<file path="src/rtl/uart_autobaud.sv">
// uart_autobaud: measures the bit period of a 0x55 sync frame on the serial line
// and publishes it as clk_per_bit for the UART TX/RX pair.
//
// Ports:
//   clk          system clock, rising edge
//   rst          asynchronous reset, active low
//   start        one-cycle pulse that arms a measurement (ignored while busy)
//   abort        returns to IDLE from any state without a done/error pulse
//   RX_dataIn    raw asynchronous serial line, idle high
//   clk_per_bit  last accepted bit period in clocks
//   locked       high once a measurement succeeds, cleared on start
//   busy         high in every state except IDLE
//   done         one-cycle pulse on a successful measurement
//   error        one-cycle pulse on a failed measurement
//   err_code     00 ok, 01 timeout, 10 out of range, 11 inconsistent intervals
module uart_autobaud #(
    parameter int CLK_BITS    = 8,
    parameter int DEFAULT_CPB = 87,
    parameter int MIN_CPB     = 4
) (
    input  logic                clk,
    input  logic                rst,
    input  logic                start,
    input  logic                abort,
    input  logic                RX_dataIn,
    output logic [CLK_BITS-1:0] clk_per_bit,
    output logic                locked,
    output logic                busy,
    output logic                done,
    output logic                error,
    output logic [1:0]          err_code
);
    localparam int IVL_W = CLK_BITS + 1;   // running interval counter
    localparam int INC_W = CLK_BITS + 2;   // ivl+1 held without wrapping
    localparam int TOT_W = CLK_BITS + 4;   // F1..F5 span counter
    localparam int RND_W = CLK_BITS + 5;   // total+4 without wrapping
    localparam int CPB_W = CLK_BITS + 2;   // rounded result before range check

    localparam logic [IVL_W-1:0] IVL_MAX = {IVL_W{1'b1}};
    localparam logic [CPB_W-1:0] CPB_MIN = CPB_W'(MIN_CPB);
    localparam logic [CPB_W-1:0] CPB_MAX = CPB_W'((2 ** CLK_BITS) - 1);

    localparam logic [1:0] CODE_OK    = 2'b00;
    localparam logic [1:0] CODE_TMO   = 2'b01;
    localparam logic [1:0] CODE_RANGE = 2'b10;
    localparam logic [1:0] CODE_BAD   = 2'b11;

    typedef enum logic [2:0] {
        ST_IDLE    = 3'd0,
        ST_ARM     = 3'd1,
        ST_HUNT    = 3'd2,
        ST_MEASURE = 3'd3,
        ST_CHECK   = 3'd4,
        ST_REPORT  = 3'd5
    } state_t;

    // Magnitude of the difference between two unsigned interval values.
    function automatic logic [INC_W-1:0] abs_diff(input logic [INC_W-1:0] a,
                                                   input logic [INC_W-1:0] b);
        if (a >= b) begin
            abs_diff = a - b;
        end else begin
            abs_diff = b - a;
        end
    endfunction

    state_t              r_state, w_next_state;
    logic                r_sync1, r_sync2, r_prev;
    logic [IVL_W-1:0]    r_ivl, w_ivl;
    logic [TOT_W-1:0]    r_total, w_total;
    logic [1:0]          r_fall_cnt, w_fall_cnt;
    logic [INC_W-1:0]    r_i1, w_i1;
    logic                r_bad, w_bad;
    logic [CLK_BITS-1:0] r_cpb, w_cpb;
    logic [1:0]          r_code, w_code;
    logic [CLK_BITS-1:0] r_clk_per_bit, w_clk_per_bit;
    logic                r_locked, w_locked;
    logic                r_busy, w_busy;
    logic                r_done, w_done;
    logic                r_error, w_error;
    logic [1:0]          r_err_code, w_err_code;

    logic                w_fall;
    logic [INC_W-1:0]    w_ivl_inc;
    logic [INC_W-1:0]    w_diff;
    logic [CPB_W-1:0]    w_cpb_calc;

    // Falling edge seen on the synchronized line.
    assign w_fall     = r_prev & ~r_sync2;
    // Interval length including the cycle of the edge that ends it.
    assign w_ivl_inc  = {1'b0, r_ivl} + INC_W'(1);
    assign w_diff     = abs_diff(w_ivl_inc, r_i1);
    // Span covers 8 bit times; adding 4 before dividing rounds to nearest.
    assign w_cpb_calc = CPB_W'(({1'b0, r_total} + RND_W'(4)) >> 3);

    // Two-flop synchronizer plus the delayed copy used for edge detection.
    always_ff @(posedge clk or negedge rst) begin
        if (!rst) begin
            r_sync1 <= 1'b1;
            r_sync2 <= 1'b1;
            r_prev  <= 1'b1;
        end else begin
            r_sync1 <= RX_dataIn;
            r_sync2 <= r_sync1;
            r_prev  <= r_sync2;
        end
    end

    // Next-state, measurement datapath and output values.
    always_comb begin
        w_next_state  = r_state;
        w_ivl         = r_ivl;
        w_total       = r_total;
        w_fall_cnt    = r_fall_cnt;
        w_i1          = r_i1;
        w_bad         = r_bad;
        w_cpb         = r_cpb;
        w_code        = r_code;
        w_clk_per_bit = r_clk_per_bit;
        w_locked      = r_locked;
        w_done        = 1'b0;
        w_error       = 1'b0;
        w_err_code    = r_err_code;

        if (abort) begin
            w_next_state = ST_IDLE;
        end else begin
            case (r_state)
                ST_IDLE: begin
                    if (start) begin
                        w_locked     = 1'b0;
                        w_err_code   = CODE_OK;
                        w_next_state = ST_ARM;
                    end else begin
                        w_next_state = ST_IDLE;
                    end
                end
                ST_ARM: begin
                    // A low line here is not an edge; wait for idle-high first.
                    if (r_sync2) begin
                        w_next_state = ST_HUNT;
                    end else begin
                        w_next_state = ST_ARM;
                    end
                end
                ST_HUNT: begin
                    if (w_fall) begin
                        w_ivl        = '0;
                        w_total      = '0;
                        w_fall_cnt   = 2'd0;
                        w_bad        = 1'b0;
                        w_next_state = ST_MEASURE;
                    end else begin
                        w_next_state = ST_HUNT;
                    end
                end
                ST_MEASURE: begin
                    w_ivl   = r_ivl + IVL_W'(1);
                    w_total = r_total + TOT_W'(1);
                    if (w_fall) begin
                        w_ivl      = '0;
                        w_fall_cnt = r_fall_cnt + 2'd1;
                        if (r_fall_cnt == 2'd0) begin
                            w_i1 = w_ivl_inc;
                        end else if (w_diff > (r_i1 >> 2)) begin
                            w_bad = 1'b1;
                        end else begin
                            w_bad = r_bad;
                        end
                        // Fourth captured interval ends at F5.
                        if (r_fall_cnt == 2'd3) begin
                            w_next_state = ST_CHECK;
                        end else begin
                            w_next_state = ST_MEASURE;
                        end
                    end else if (r_ivl == IVL_MAX) begin
                        w_code       = CODE_TMO;
                        w_next_state = ST_REPORT;
                    end else begin
                        w_next_state = ST_MEASURE;
                    end
                end
                ST_CHECK: begin
                    w_cpb = w_cpb_calc[CLK_BITS-1:0];
                    if (r_bad) begin
                        w_code = CODE_BAD;
                    end else if ((w_cpb_calc < CPB_MIN) || (w_cpb_calc > CPB_MAX)) begin
                        w_code = CODE_RANGE;
                    end else begin
                        w_code = CODE_OK;
                    end
                    w_next_state = ST_REPORT;
                end
                ST_REPORT: begin
                    if (r_code == CODE_OK) begin
                        w_done        = 1'b1;
                        w_clk_per_bit = r_cpb;
                        w_locked      = 1'b1;
                    end else begin
                        w_error    = 1'b1;
                        w_err_code = r_code;
                    end
                    w_next_state = ST_IDLE;
                end
                default: begin
                    w_next_state = ST_IDLE;
                end
            endcase
        end

        w_busy = (w_next_state != ST_IDLE);
    end

    // State, datapath and registered outputs.
    always_ff @(posedge clk or negedge rst) begin
        if (!rst) begin
            r_state       <= ST_IDLE;
            r_ivl         <= '0;
            r_total       <= '0;
            r_fall_cnt    <= 2'd0;
            r_i1          <= '0;
            r_bad         <= 1'b0;
            r_cpb         <= '0;
            r_code        <= CODE_OK;
            r_clk_per_bit <= CLK_BITS'(DEFAULT_CPB);
            r_locked      <= 1'b0;
            r_busy        <= 1'b0;
            r_done        <= 1'b0;
            r_error       <= 1'b0;
            r_err_code    <= CODE_OK;
        end else begin
            r_state       <= w_next_state;
            r_ivl         <= w_ivl;
            r_total       <= w_total;
            r_fall_cnt    <= w_fall_cnt;
            r_i1          <= w_i1;
            r_bad         <= w_bad;
            r_cpb         <= w_cpb;
            r_code        <= w_code;
            r_clk_per_bit <= w_clk_per_bit;
            r_locked      <= w_locked;
            r_busy        <= w_busy;
            r_done        <= w_done;
            r_error       <= w_error;
            r_err_code    <= w_err_code;
        end
    end

    assign clk_per_bit = r_clk_per_bit;
    assign locked      = r_locked;
    assign busy        = r_busy;
    assign done        = r_done;
    assign error       = r_error;
    assign err_code    = r_err_code;

endmodule

</file>
<file path="config.mk">
export PLATFORM = sky130hd
export DESIGN_NAME = uart_autobaud
export DESIGN_NICKNAME = d
export VERILOG_FILES = /design/src/rtl/uart_autobaud.sv
export SDC_FILE = /design/constraint.sdc
export NUM_CORES = 1
export LEC_CHECK = 0
export ABC_AREA = 1
export CAP_MARGIN = 20
export CORE_MARGIN = 1.5
export CORE_UTILIZATION = 55
export DETAILED_ROUTE_END_ITERATION = 10
export GPL_TIMING_DRIVEN = 0
export HOLD_SLACK_MARGIN = 0.06
export PLACE_DENSITY = 0.73
export SLEW_MARGIN = 20
export SYNTH_ARGS = -nofsm -noshare
export SYNTH_HDL_FRONTEND = slang
export SYNTH_SLANG_ARGS = --single-unit
</file>
<file path="constraint.sdc">
create_clock -name clk -period 4.7 [get_ports clk]
set_input_delay 0.94 -clock clk [delete_from_list [all_inputs] [get_ports clk]]
set_output_delay 0.94 -clock clk [all_outputs]
set_load 0.02 [all_outputs]
</file>
* After elaboration in Yosys (flattened, before gate mapping)
Index checks and enable logic that the tools add are counted.
Cells by class: add/subtract/negate cells 7, magnitude comparators 4, eq/ne operators 16, multiplexer cells 39, bitwise logic cells 3, reductions and logical operators 17
Operators with widths (number):
- 12-bit one-hot mux with 2 select lines | 1
- 4-bit AND reduction | 5
- 10-bit subtractor | 2
- 2-bit 2-to-1 mux | 9
- 9-bit 2-to-1 mux | 2
- 2-bit != test, second input constant | 9
- 9-bit one-hot mux with 2 select lines | 1
- 3-bit one-hot mux with 5 select lines | 1
- 1-bit 2-to-1 mux | 14
- 12-bit by 3-bit adder with 13-bit output, second input constant | 1
- 12-bit by 1-bit adder with 12-bit output, second input constant | 1
- 12-bit 2-to-1 mux | 1
- 3-bit 2-to-1 mux | 4
- 2-bit one-hot mux with 2 select lines | 3
- 9-bit by 1-bit adder with 10-bit output, second input constant | 1
- 10-bit greater-or-equal comparator | 1
- 10-bit by 8-bit > comparator with 1-bit output | 1
- 10-bit by 8-bit > comparator with 1-bit output, second input constant | 1
- 10-bit by 3-bit less-than comparator with 1-bit output, second input constant | 1
- 10-bit 2-to-1 mux | 1
- 9-bit by 1-bit adder with 9-bit output, second input constant | 1
- 9-bit equality test, second input constant | 1
- 3-bit by 2-bit equality test with 1-bit output, second input constant | 2
- 3-bit equality test, second input constant | 2
- other kinds (14) | 20
Storage, ports and cells: register bits after elaboration 64, output and inout bits 14

* Logic depth before layout (Yosys ltp)
Gate-level depths: netlist (run 1).
depth in word-level cells 8, depth in mapped cells 30, depth with buffers taken out 30

* Worst setup path after synthesis (run 1)
OpenSTA, ideal clock, no wires.
path kind reg2reg, from register r_ivl[0], to register r_bad, library setup time 0.073 ns, arrival 3.500 ns, data required time 4.627 ns, slack 1.127 ns, stages on the path, launching flop included 29, path buffers 0, clock period less this slack 3.573 ns, path through dfrtp_1 -> ha_1 -> nand3_1 -> nor3_1 -> nand2_1 -> nor2_1 -> ha_1 -> ha_1 -> nand2_1 -> inv_1 -> nand3_1 -> nand2_1 -> inv_2 -> nand2_4 -> mux2i_1 -> nand2_1 -> nand2_1 -> inv_1 -> ha_1 -> nand2_1 -> nor2_1 -> o21ai_0 -> inv_1 -> nor2_1 -> o21ai_0 -> o21ai_0 -> nand2_1 -> nand2_1 -> a21oi_2
On the way: cells in the longest elaborated chain, start to end 6, elaborated cells on any way between the ends 8, classes of those cells add/sub: 3; order compare: 2; eq/ne: 1; mux: 1; reduce/logical: 1
Ends and longest elaborated chain:
- start, declared | RTL line 69 | logic [IVL_W-1:0] r_ivl, w_ivl;
- start signal, assigned | RTL line 233 | r_ivl <= w_ivl;
- 9-bit by 1-bit adder with 10-bit output * | RTL line 91 | assign w_ivl_inc = {1'b0, r_ivl} + INC_W'(1);
- via w_ivl_inc[8] | RTL line 84 | logic [INC_W-1:0] w_ivl_inc;
- 10-bit subtractor, or another cell as far along | RTL line 63 | abs_diff = b - a;
- 10-bit 2-to-1 mux * | RTL line 60 | if (a >= b) begin
- 10-bit by 8-bit > comparator with 1-bit output * | RTL line 165 | end else if (w_diff > (r_i1 >> 2)) begin
- 2-bit != test (no line) *
- 6-bit AND reduction (no line) *
- end signal, assigned | RTL line 237 | r_bad <= w_bad;
- end, declared | RTL line 73 | logic r_bad, w_bad;
The timed path passes the listed nets; every way through them passes the cells marked *. A chain may end at the register's enable or synchronous reset.

* Final worst setup path (run 1)
Ends and elaborated chain as after synthesis.

==> summary.md, run 1 <==
| Metric | Value |
|---|---|
| CTS tree | yes |
| Power Dens Cells | 611 mW/mm2 |
| WL final | 9120 um |
| Mapped cell area | 0.00428 mm2 |
| Pin count of the biggest net entering global routing | 60 |
| Vias/cell | 5.07 |
| TritonCTS Buffers | 9 |
| RSZ-0062 raised after global routing | no |
| Initial core utilization | 57.8% |
| Netlist cell types | 41 |
| Clock buffer depth | 2 |
| H-tree depth | 3 |
| Async SR Flop Fraction | 100% |
| DRC violations left | 0 |
| Smallest setup slack after layout | 0.441 ns |
| Outcome | finished, final reports clean |
| Area grow syn2layout | 14.1% |
| Final TNS setup | 0 ns |
| Finished Layout Cells | 701 |
| CTS root buffer | clkbuf_8 |
| Routability cong. | 0.900 |
| Final Hold Viols | 0 |
| Core Area | 0.00741 mm2 |
| Top cell type's share of synthesized area | 32.7% |
| Gate Count Post-Synth | 567 |
| Worst Skew | 0.0116 ns |
| Dpl ws | 0.270 ns |
| Top cells by count, synth | nand2_1, inv_1, dfrtp_1, ha_1, o21ai_0 |
| Worst path required time | 4.97 ns |
| Worst path max stage delay | 0.43 ns |
| Sequential area share after synthesis | 37.6% |
| Crit path top cell by count | nand2_1 |
| Hold buffer count at cts | 0 |
| Die Height | 91.2 um |
| Combinational share of power | 55.1% |
| Clock Power Share | 19.7% |
| Slew headroom | 70.6% |
| Total clock sinks | 64 |
| Remaining Overflow, GRT | 0 |
| Fmax | 235 MHz |
| GRT Overall Usage | 24.3% |
| Die width | 91.2 um |
| Net Count, Synth | 607 |
| Switch Pwr | 1330 uW |
| Multi-input gate area | 0.00227 mm2 |
| Worst Tran Pin Value | 0.438 ns |
| Minimum clock period | 4.26 ns |
| Mapped Avg Cell Area | 7.55 um2 |
| First-pass GRT wire length | 16400 um |
| Post-DRT Antenna Nets | 0 |
| Diodes inserted | 0 |
| Final setup fails | 0 |
| Initial DRC Count | 235 |
| WP data arrival | 4.53 ns |
| P_leak | 0.00249 uW |
| 1st-pass router iterations | 4 |
| Fin crit share | 90.6% |
| Dpl cells | 684 |
| Vias in the first global route | 3525 |
| Hold crit path type | reg -> reg |
| Clock latency at the later pin of the worst-skew pair | 0.34 ns |
| Startpoint types | flop |
| Cell internal pwr | 1650 uW |
| Number of synthesized register bits | 64 |
| Die ar. | 0.00832 mm2 |
| Drt wl/cell | 13.0 um |
| Storage cell area | 0.00161 mm2 |
| Cell taking the most area after synthesis | dfrtp_1 |
| Main synth FF type | dfrtp_1 |
| I/O pins | 19 |
| Util after Layout | 65.9% |
| Vias | 3557 |
| CP max stage cell | dfrtp_2 |
| Critical path peak fanout | 9 |
| Half-perimeter wire length after placement | 7070 um |
| Synthesis warning total | 0 |
| Area contributors post-synth | dfrtp_1, nand2_1, ha_1 |
| Endpoint class of the critical path | flop |
| Initial antenna violation count | 0 |
| Filler Cell Count | 632 |
| Most frequent cell after synthesis | nand2_1 |
| Switching Share | 44.7% |
| Max Cap Violations | 0 |
| Maximum vdd drop | 0.295 mV |
| Setup Crit Path Kind | reg -> reg |
| Layout cell share with drive strength beyond 1 | 13.6% |
| Row count | 31 |
| Final Net Count | 637 |
| CTS clk-pin slew, worst paths | 0.07 ns |
| Post-synth EDFFs | 0 |
| Power share of the sequential group | 25.1% |
| Final-report max-slew violation count | 0 |
| Port Buf Inserts | 17 |
## power groups by stage
stage / clock network [uW] / registers (uW) / logic (uW)
3_5_place_dp: 0 / 759 / 1580
5_1_grt: 623 / 764 / 1890
4_1_cts: 599 / 751 / 1590
3_3_place_gp: 0 / 753 / 1540
2_1_floorplan: 0 / 741 / 1240
6_report: 589 / 750 / 1640
## per-layer routing
| layer | vias up | part of all wire [%] | routed length, um | track usage [%] |
|---|---|---|---|---|
| met2 | 58 | 44 | 3980 | 36.7 |
| met5 | - | 0 | 0 | 0 |
| met1 | 1635 | 51 | 4690 | 35.8 |
| met3 | 9 | 4.1 | 373 | 4.77 |
| met4 | 0 | 0.93 | 85 | 5.73 |
| li1 | 1855 | - | - | - |
## registers in the layout, summed over array words and instances (netlist names), 2 cells and up
name / cells
r_total: 12
r_i1: 10
r_ivl: 9
clk_per_bit: 8
r_cpb: 8
r_state: 3
err_code: 2
r_code: 2
r_fall_cnt: 2
## cell families (layout without fill, tap and decap cells)
logic type | after synthesis | after routing | synth area share (%)
AND/OR/NAND/NOR | 251 | 251 | 26.9
buffers and inverters | 111 | 146 | 9.94
AO/OA/AOI/OAI | 91 | 91 | 11.8
flip-flops | 64 | 64 | 37.6
adder cells (fa/ha/maj) | 35 | 35 | 10.6
XOR/XNOR | 13 | 13 | 2.66
multiplexers | 2 | 2 | 0.468
## critical path, delay by kind of cell (launching register included)
kind                       cells  cell delay (ns)
buffers and inverters          4             0.25
and+or+nand+nor               15             1.65
DFF                            1             0.43
AOI/OAI and AO/OA              4             0.47
muxes                          1             0.26
adders and majority gates      4             1.14
## worst paths after layout
kind	from	end	slack [ns]	cells after the start
worst max-delay path	r_ivl[0]	r_bad	0.44	28
worst min-delay path	r_sync1	r_sync2	0.36	0
worst max register to register	r_ivl[0]	r_bad	0.44	28
worst min register to register	r_sync1	r_sync2	0.36	0
max in group asynchronous	rst	clk_per_bit[1]	3.75	2
min in group asynchronous	rst	r_i1[8]	0.41	1
## what timing repair did
| action | in CTS | in global routing |
|---|---|---|
| resized for setup | 0 | 6 |
| buffers inserted | 0 | 1 |
| endpoints found under the hold margin | 0 | 0 |
| setup endpoints to repair | 0 | 1 |
## cell usage in the layout, fill, tap and decap left out, drive strengths merged, types with 3 or more instances in the layout
| cell | synthesis | layout |
|---|---|---|
| nand3 | 25 | 25 |
| inv | 103 | 104 |
| o22ai | 9 | 9 |
| dfrtp | 56 | 56 |
| a21oi | 32 | 32 |
| clkdlybuf4s50 | 0 | 16 |
| nand2 | 174 | 174 |
| o2111ai | 3 | 3 |
| nand4 | 3 | 3 |
| or2 | 3 | 3 |
| buf | 6 | 9 |
| nor3 | 7 | 7 |
| xor2 | 11 | 11 |
| ha | 33 | 33 |
| clkbuf | 1 | 11 |
| dfstp | 8 | 8 |
| o21ai | 40 | 40 |
| bufinv | 0 | 3 |
| nor2 | 36 | 36 |
## stage by stage
stage / total power (uW) / hold WS [ns] / instance area [um2]
global placement: 2290 / 0.351 / 4580
CTS: 2940 / 0.359 / 4850
global route: 3280 / 0.364 / 4880
detailed placement: 2330 / 0.356 / 4600
floorplan: 1980 / 0.345 / 4280
finish: 2980 / 0.356 / 4880
## layout make-up
class                   count  share of cell area (%)
plain buffers               7                   0.692
clock buffers              10                    2.82
clock inverters             6                    2.36
inverters                 104                    8.02
multi-input cells         392                    46.4
flip-flops and latches     64                    33.0
well taps                  99                    2.54
repair buffers             19                    4.15
Note: power is estimated with default switching activity, not from simulation.
==> run 2: changes to the inputs <==
- SKIP_CTS_REPAIR_TIMING: default -> 1
==> results of run 2 <==
The final DEF is identical to that of run 1; final timing and power are the same.
==> run 3: changes to the inputs <==
--- a/constraint.sdc
+++ b/constraint.sdc
@@ -3,2 +3,2 @@
 set_output_delay 0.94 -clock clk [all_outputs]
-set_load 0.02 [all_outputs]
+set_load 0.05 [all_outputs]
==> results of run 3 <==
Same layout as run 1 (identical final DEF). Status: finished, final reports clean.
Main changes from that run: total power 2980 uW -> 2990 uW
